### src/rtl/alu_arbiter.sv
// Two-requester round-robin arbiter in front of a shared combinational ALU.
// Each accepted operation is sequenced IDLE -> EXEC -> RESP; the response is
// held until the consumer takes it, after which priority passes to the other
// requester.
module alu_arbiter #(
  parameter int PRIO_FIRST = 0
) (
  input  logic        clk,
  input  logic        rst,
  input  logic        req0_valid,
  output logic        req0_ready,
  input  logic [31:0] req0_a,
  input  logic [31:0] req0_b,
  input  logic [3:0]  req0_op,
  input  logic        req1_valid,
  output logic        req1_ready,
  input  logic [31:0] req1_a,
  input  logic [31:0] req1_b,
  input  logic [3:0]  req1_op,
  output logic [31:0] alu_a,
  output logic [31:0] alu_b,
  output logic [3:0]  alu_op,
  input  logic [31:0] alu_out,
  input  logic        alu_zf,
  output logic        rsp_valid,
  input  logic        rsp_ready,
  output logic        rsp_id,
  output logic [31:0] rsp_data,
  output logic        rsp_zf,
  output logic        rsp_err,
  output logic        busy,
  output logic [15:0] ops_done
);

  typedef enum logic [1:0] {IDLE, EXEC, RESP} state_t;

  state_t      state, state_next;
  logic        prio;
  logic        grant_any, grant_id;
  logic        take, done;
  logic [31:0] lat_a, lat_b;
  logic [3:0]  lat_op;
  logic        lat_id;
  logic [31:0] res_data;
  logic        res_zf, res_err;
  logic [15:0] ops_cnt;
  logic        lat_legal;

  // Opcodes the shared ALU implements; anything else is reported as an error.
  function automatic logic op_legal(input logic [3:0] op);
    case (op)
      4'd0, 4'd2, 4'd4, 4'd5, 4'd6, 4'd7, 4'd10: return 1'b1;
      default:                                   return 1'b0;
    endcase
  endfunction

  assign lat_legal = op_legal(lat_op);

  // State register.
  always_ff @(posedge clk) begin
    if (rst) state <= IDLE;
    else     state <= state_next;
  end

  // Grant selection, ready generation and next-state decode.
  always_comb begin
    state_next = state;
    req0_ready = 1'b0;
    req1_ready = 1'b0;
    take       = 1'b0;
    done       = 1'b0;
    grant_any  = req0_valid | req1_valid;
    grant_id   = (req0_valid && req1_valid) ? prio : req1_valid;
    case (state)
      IDLE: begin
        req0_ready = grant_any && !grant_id;
        req1_ready = grant_any && grant_id;
        if (grant_any) begin
          take       = 1'b1;
          state_next = EXEC;
        end
      end
      EXEC: state_next = RESP;
      RESP: begin
        if (rsp_ready) begin
          done       = 1'b1;
          state_next = IDLE;
        end
      end
      default: state_next = IDLE;
    endcase
  end

  // Operand latch, result capture, priority rotation and completion counter.
  always_ff @(posedge clk) begin
    if (rst) begin
      prio     <= (PRIO_FIRST != 0);
      lat_a    <= '0;
      lat_b    <= '0;
      lat_op   <= '0;
      lat_id   <= 1'b0;
      res_data <= '0;
      res_zf   <= 1'b0;
      res_err  <= 1'b0;
      ops_cnt  <= '0;
    end else begin
      if (take) begin
        lat_id <= grant_id;
        lat_a  <= grant_id ? req1_a  : req0_a;
        lat_b  <= grant_id ? req1_b  : req0_b;
        lat_op <= grant_id ? req1_op : req0_op;
      end
      if (state == EXEC) begin
        res_err  <= !lat_legal;
        res_data <= lat_legal ? alu_out : 32'd0;
        res_zf   <= lat_legal ? alu_zf  : 1'b0;
      end
      if (done) begin
        prio    <= ~lat_id;
        ops_cnt <= ops_cnt + 16'd1;
      end
    end
  end

  // ALU is only driven while executing; an illegal opcode is replaced by 0.
  assign alu_a  = (state == EXEC) ? lat_a : 32'd0;
  assign alu_b  = (state == EXEC) ? lat_b : 32'd0;
  assign alu_op = (state == EXEC && lat_legal) ? lat_op : 4'd0;

  // Response payload is visible only while a response is pending.
  assign rsp_valid = (state == RESP);
  assign rsp_id    = (state == RESP) ? lat_id   : 1'b0;
  assign rsp_data  = (state == RESP) ? res_data : 32'd0;
  assign rsp_zf    = (state == RESP) ? res_zf   : 1'b0;
  assign rsp_err   = (state == RESP) ? res_err  : 1'b0;

  assign busy     = (state != IDLE);
  assign ops_done = ops_cnt;

endmodule

### config.mk
export PLATFORM = sky130hd
export DESIGN_NAME = alu_arbiter
export DESIGN_NICKNAME = d
export VERILOG_FILES = /design/src/rtl/alu_arbiter.sv
export SDC_FILE = /design/constraint.sdc
export NUM_CORES = 1
export LEC_CHECK = 0
export ABC_AREA = 1
export CORE_ASPECT_RATIO = 0.7
export CORE_MARGIN = 2
export CORE_UTILIZATION = 41
export DETAILED_ROUTE_END_ITERATION = 7
export GPL_ROUTABILITY_DRIVEN = 0
export GPL_TIMING_DRIVEN = 0
export PLACE_DENSITY = 0.78
export SLEW_MARGIN = 15
export SYNTH_ARGS = -nofsm -noshare
export SYNTH_HDL_FRONTEND = slang
export SYNTH_SLANG_ARGS = --single-unit
### constraint.sdc
create_clock -name clk -period 1.5 [get_ports clk]
set_input_delay 0.15 -clock clk [delete_from_list [all_inputs] [get_ports clk]]
set_output_delay 0.15 -clock clk [all_outputs]
set_load 0.01 [all_outputs]
==> impl_metrics.csv, run 1 <==
group,metric,value,unit
outcome,status,"complete, but fails checks",
outcome,violations,"setup timing",
sta,relSlewSlack,65.3,%
critical_path,cp_max_fo,9,
sta,finalSetupTns,-20.62,ns
place,dpl.hpwl,15.8,mm
clocking,cts_tree,"yes",
sta,fin_crit_sh,117,%
grt,grt_max_degree,17,
min_path,hold_class,"primary input to flip-flop",
place,dp_worst_setup_slack,-0.779,ns
sta,hold_violations,0,
grt,grt_usage,27.4,%
power,ir_worst_vdd,0.733,mV
route,avgViaCountPerCell,4.89,
critical_path,end_kind,"output port",
logic_synthesis,synth_top_area_share,39.7,%
clocking,clkSlewWorstSetupHoldPaths,0.06,ns
sta,fmax,0.569,GHz
die,pin_count,297,
power,power,0.0106,W
place,port_buffers,296,
layout,nets,1512,
logic_synthesis,synth_largest_area_cell,"dfxtp_1",
die,die_height,106,microns
route,drcViolationCount,0,
route,wl,23.8,mm
logic_synthesis,yosysSeqAreaShare,39.7,%
sta,finalSetupViolations,166,
grt,grt_pass1_wl,34.6,mm
logic_synthesis,synth-seq-cells,122,
critical_path,cp.required,1.35,ns
clocking,cts.htree.levels,4,
logic_synthesis,ys_types,28,
sta,period_minus_slack,1.76,ns
die,fp.dieW,150,microns
run,drv_cap,0,
layout,antenna_cells,0,
critical_path,r2r_slack,-0.09,ns
place,postPlaceCellArea,9350,sq um
logic_synthesis,ys_warn_count,0,
sta,timing.final.ws_setup,-0.257,ns
layout,area_delta_synth_final,76.0,%
logic_synthesis,syn_nets,1155,
logic_synthesis,synth_area_leaders,"dfxtp_1 (40%), nand2_1 (18%), inv_1 (10%), nor2_1 (8.1%), nand3_1 (4.6%)",
critical_path,criticalPathCategory,"flip-flop to output port",
power,power.switching,0.00310,W
grt,grt_pass1_vias,7129,
grt,gr-total-overflow,0,
logic_synthesis,netlist_area,6150,sq um
logic_synthesis,syn_inst,980,
critical_path,worstSetupStartpointType,"flip-flop",
clocking,numClockSinks,122,
clocking,hold_buffers,0,
sta,tightestPinTransition,0.521,ns
route,wl_per_cell,15.4,microns
sta,finClkSkew,0.0118,ns
power,switching_share,29.1,%
die,dieArea,16000,sq um
route,detail-route-antenna-nets,0,
power,pwr-share-comb,25.2,%
logic_synthesis,syn_area_per_cell,6.27,sq um
clocking,cts_buffers,17,
power,intPower,0.00754,W
critical_path,arrival,1.61,ns
power,p_leak,5.02,nW
die,coreArea,14700,sq um
layout,drive_above_1_share,22.3,%
sta,slew_viol_final,0,
route,drt_iter0_markers,495,
sta,fin_hold_ws,0.313,ns
clocking,cts.path.max_buffers,2,
clocking,cts_root_buf,"clkbuf_16",
route,num_vias,7553,
die,rows,37,
die,initial_core_util,41.9,%
sta,rsz0062_at_grt,"true",
clocking,clock_latency,0.41,ns
route,dr.pass1.iters,4,
layout,final_cell_area,10800,sq um
grt,grt_antenna_before_repair,0,
power,power_frac_seq,34.4,%
power,clock_power_share,40.4,%
power,p_per_area,984,nW/um^2
layer usage:
layer | up-vias | track usage [%] | share of wire (%) | wire length (microns)
li1 | 3729 | - | - | -
met4 | 0 | 9.70 | 2.5 | 584
met2 | 327 | 45.0 | 46 | 11100
met5 | - | 0 | 0 | 0
met3 | 37 | 7.90 | 8.7 | 2060
met1 | 3460 | 34.2 | 42 | 10100
cell type report:
type | count | area (sq um)
clock inverter | 15 | 190
timing repair buffer | 340 | 3250
clock buffer | 17 | 425
inverter | 170 | 653
fill | 1155 | 3860
multi-input combinational | 631 | 3050
buffer | 55 | 546
tap | 195 | 244
sequential | 122 | 2460
Yosys cell counts, drive strengths merged:
library cell / number
nand2: 290
inv: 170
nor2: 139
dfxtp: 122
nand3: 57
a21oi: 43
nand4: 36
o21ai: 33
buf: 29
clkbuf: 28
a31oi: 24
nor3: 2
nor3b: 2
and2: 1
ha: 1
nand3b: 1
o211ai: 1
o21a: 1
cells in the final DEF (no fill, tap or decap), drive strengths merged, types with 2 or more instances in the layout:
cell	n
a21oi	43
clkdlybuf4s50	174
nor3b	2
dfxtp	122
clkbuf	56
bufinv	3
clkinvlp	2
clkdlybuf4s15	26
o21ai	33
a31oi	24
nor3	2
nand4	36
nand2	290
nor2	139
dlygate4sd2	8
dlymetal6s2s	7
clkinv	5
nand3	57
inv	175
buf	141
critical path, cell delays in order, from the launching register on:
cell,delay [ns]
dfxtp_4,0.38
inv_6,0.04
nor2_4,0.13
inv_6,0.09
buf_8,0.16
buf_12,0.14
nor2_1,0.09
buf_2,0.16
timing repair:
| item | 4_1_cts | 5_1_grt |
|---|---|---|
| setup endpoints to repair | 190 | 202 |
| pin swaps | 6 | 5 |
| gates cloned | 4 | 10 |
| gates resized for setup | 526 | 116 |
| setup buffers | 19 | 11 |
through the flow:
step	instances	utilization, %
floorplan	980	-
global placement	1471	63.7
detailed placement	1471	63.7
CTS	1525	70.4
global route	1545	73.7
finish	1545	73.7
final timing paths:
check / start / endpoint / cells past startpoint
setup reg to reg: state[0]$_SDFFE_PP0P_ / lat_a[5]$_SDFFE_PP0P_ / 8
setup / recovery: state[0]$_SDFFE_PP0P_ / alu_b[17] / 7
hold / removal: req0_b[27] / lat_b[27]$_SDFFE_PP0P_ / 3
hold reg to reg: res_data[26]$_SDFFE_PP0N_ / res_data[26]$_SDFFE_PP0N_ / 2
registers in the layout (all words and copies together), names as in the netlist:
| signal | count |
|---|---|
| ops_done | 16 |
| lat_a | 32 |
| res_data | 32 |
| res_zf | 1 |
| lat_b | 32 |
| res_err | 1 |
| lat_op | 4 |
| prio | 1 |
| state | 2 |
| lat_id | 1 |
power by group through the flow:
stage | Clock [W] | Combinational [W] | Sequential (W)
floorplan | 0 | 0.00106 | 0.00368
global placement | 0 | 0.00200 | 0.00370
detailed placement | 0 | 0.00203 | 0.00371
CTS | 0.00432 | 0.00232 | 0.00365
global route | 0.00449 | 0.00290 | 0.00369
finish | 0.00429 | 0.00268 | 0.00367
cell families (layout without fill, tap and decap cells):
kind of cell	count (synthesis)	count (layout)	synth area share, %
simple gates	528	528	36.0
buf+inv	227	597	15.0
flops	122	122	39.7
compound gates	102	102	9.06
fa+ha+maj	1	1	0.204
Power figures use the tool's default switching activity.
==> run 2: changes to the inputs <==
GPL_ROUTABILITY_DRIVEN = default   (was 0)
PLACE_DENSITY = 0.81   (was 0.78)
==> run 2 against run 1 <==
  * Flip-flop and latch count unchanged
  * The run still ends with setup timing left
  * Total power increased by 1.2%
  * Hold slack lost 0.013 ns
  * Die area unchanged
  * Critical path depth down 1
==> impl_metrics.csv, run 2 (synthesis gave the netlist of run 1 again) <==
group,metric,value,unit
min_path,hold_class,"primary input to flip-flop",
die,die_height,106,microns
route,wl,24.8,mm
power,ir_worst_vdd,0.786,mV
power,p_per_area,983,nW/um^2
grt,grt_pass1_vias,7247,
critical_path,cp.required,1.35,ns
sta,slew_viol_final,0,
critical_path,critical_path.max_stage_delay,0.37,ns
clocking,cts.htree.levels,4,
sta,period_minus_slack,1.82,ns
route,avgViaCountPerCell,4.95,
route,detail-route-antenna-nets,0,
place,port_buffers,296,
die,initial_core_util,41.9,%
die,coreArea,14700,sq um
route,dr.pass1.iters,6,
critical_path,critPathTopFamily,"buffers and inverters",
outcome,violations,"setup timing",
layout,final_cell_area,11000,sq um
sta,timing.final.ws_setup,-0.321,ns
critical_path,worstSetupStartpointType,"flip-flop",
clocking,clkSlewWorstSetupHoldPaths,0.06,ns
critical_path,critPathBufInv,4,
sta,relSlewSlack,63.4,%
place,postPlaceCellArea,9350,sq um
grt,grt_pass1_wl,35.7,mm
critical_path,criticalPathCategory,"flip-flop to output port",
power,p_leak,5.04,nW
sta,hold_violations,0,
grt,grt_usage,28.3,%
clocking,clock_latency,0.42,ns
sta,fmax,0.549,GHz
layout,final_cell_mix,"nand2_1 (273), clkdlybuf4s50_1 (172), inv_1 (165), dfxtp_1 (115), nor2_1 (80)",
layout,nets,1513,
place,place_congestion,0.860,
clocking,cts.path.max_buffers,2,
clocking,cts_tree,"yes",
route,num_vias,7647,
layout,top_regs,"lat_a x32, lat_b x32, res_data x32",
sta,finalSetupViolations,170,
layout,area_delta_synth_final,78.3,%
route,drt_iter0_markers,489,
grt,gr-total-overflow,0,
clocking,numClockSinks,122,
die,pin_count,297,
layout,antenna_cells,0,
clocking,cts_buffers,17,
critical_path,end_kind,"output port",
run,drv_cap,0,
die,fp.dieW,150,microns
critical_path,cp_max_fo,10,
grt,grt_antenna_before_repair,0,
sta,tightestPinTransition,0.549,ns
layout,mostFrequentLayoutCell,"nand2_1",
sta,finClkSkew,0.0176,ns
critical_path,path_cells,"inv_4, buf_4, nand2_4, buf_6, nor2_1, clkdlybuf4s15_2",
critical_path,arrival,1.67,ns
place,dpl.hpwl,16.1,mm
layout,drive_above_1_share,25.1,%
sta,rsz0062_at_grt,"true",
outcome,status,"complete, but fails checks",
grt,grt_max_degree,17,
die,dieArea,16000,sq um
route,drcViolationCount,0,
route,wl_per_cell,16.0,microns
clocking,cts_root_buf,"clkbuf_16",
sta,fin_hold_ws,0.300,ns
critical_path,worst_path_max_delay_cell,"dfxtp_4",
die,rows,37,
sta,fin_crit_sh,121,%
run 2: cell types whose count changed in the layout (fill, tap and decap cells not counted), sizes merged:
cell | before | now
inv | 175 | 174
dlygate4sd2 | 8 | 12
clkdlybuf4s50 | 174 | 172
clkdlybuf4s15 | 26 | 16
clkinv | 5 | 4
buf | 141 | 159
dlymetal6s2s | 7 | 5
clkbuf | 56 | 50
clkinvlp | 2 | 3
run 2: final timing paths:
check                           cells after the start  slack [ns]                      from                  endpoint
worst max-delay path                                6       -0.32     state[0]$_SDFFE_PP0P_               rsp_data[2]
worst min-delay path                                3        0.30                 req0_a[4]     lat_a[4]$_SDFFE_PP0P_
worst max register to register                      8       -0.16     state[0]$_SDFFE_PP0P_     lat_a[2]$_SDFFE_PP0P_
worst min register to register                      2        0.46  res_data[6]$_SDFFE_PP0N_  res_data[6]$_SDFFE_PP0N_
run 2: area by class of cell:
class | instances | area (sq um)
tap | 195 | 244
multi-input combinational | 631 | 3180
buffer | 53 | 558
sequential | 122 | 2460
inverter | 170 | 646
clock inverter | 14 | 185
clock buffer | 18 | 439
timing repair buffer | 343 | 3250
fill | 1157 | 3710
run 2: layer usage:
layer | wire (microns) | vias to the layer above | global-route usage [%]
met5 | 0 | - | 0
met4 | 609 | 0 | 9.30
met3 | 2130 | 50 | 7.64
met2 | 11700 | 357 | 46.5
met1 | 10300 | 3513 | 35.8
li1 | - | 3727 | -
run 2: through the flow:
stage / total power, W / cells / setup TNS [ns] / util, % / setup slack, ns
floorplan: 0.00474 / 980 / 0 / - / 0.124
global placement: 0.00571 / 1471 / -82.51 / 63.7 / -0.843
detailed placement: 0.00575 / 1471 / -84.63 / 63.7 / -0.863
CTS: 0.0104 / 1524 / -17.15 / 70.3 / -0.255
global route: 0.0112 / 1546 / -38.61 / 74.7 / -0.377
finish: 0.0108 / 1546 / -27.26 / 74.7 / -0.321
run 2: tightest hold or removal path, cell delays in order:
cell             delay (ns)
clkdlybuf4s50_1        0.39
nand2_1                0.06
a31oi_1                0.07
run 2: where the power goes:
part           leakage (nW)  internal (W)  switching (W)
Clock                 0.296       0.00270        0.00166
Sequential             1.00       0.00351       0.000163
Combinational          3.74       0.00138        0.00136
Total                  5.04       0.00759        0.00318
run 2: what timing repair did:
| item | in CTS | in global routing |
|---|---|---|
| buffers inserted | 21 | 15 |
| hold buffers | 0 | 0 |
| gates cloned | 2 | 10 |
| endpoints found under the setup margin | 194 | 217 |
| endpoints found under the hold margin | 0 | 0 |
| gates resized for setup | 565 | 150 |
| pin swaps | 7 | 23 |
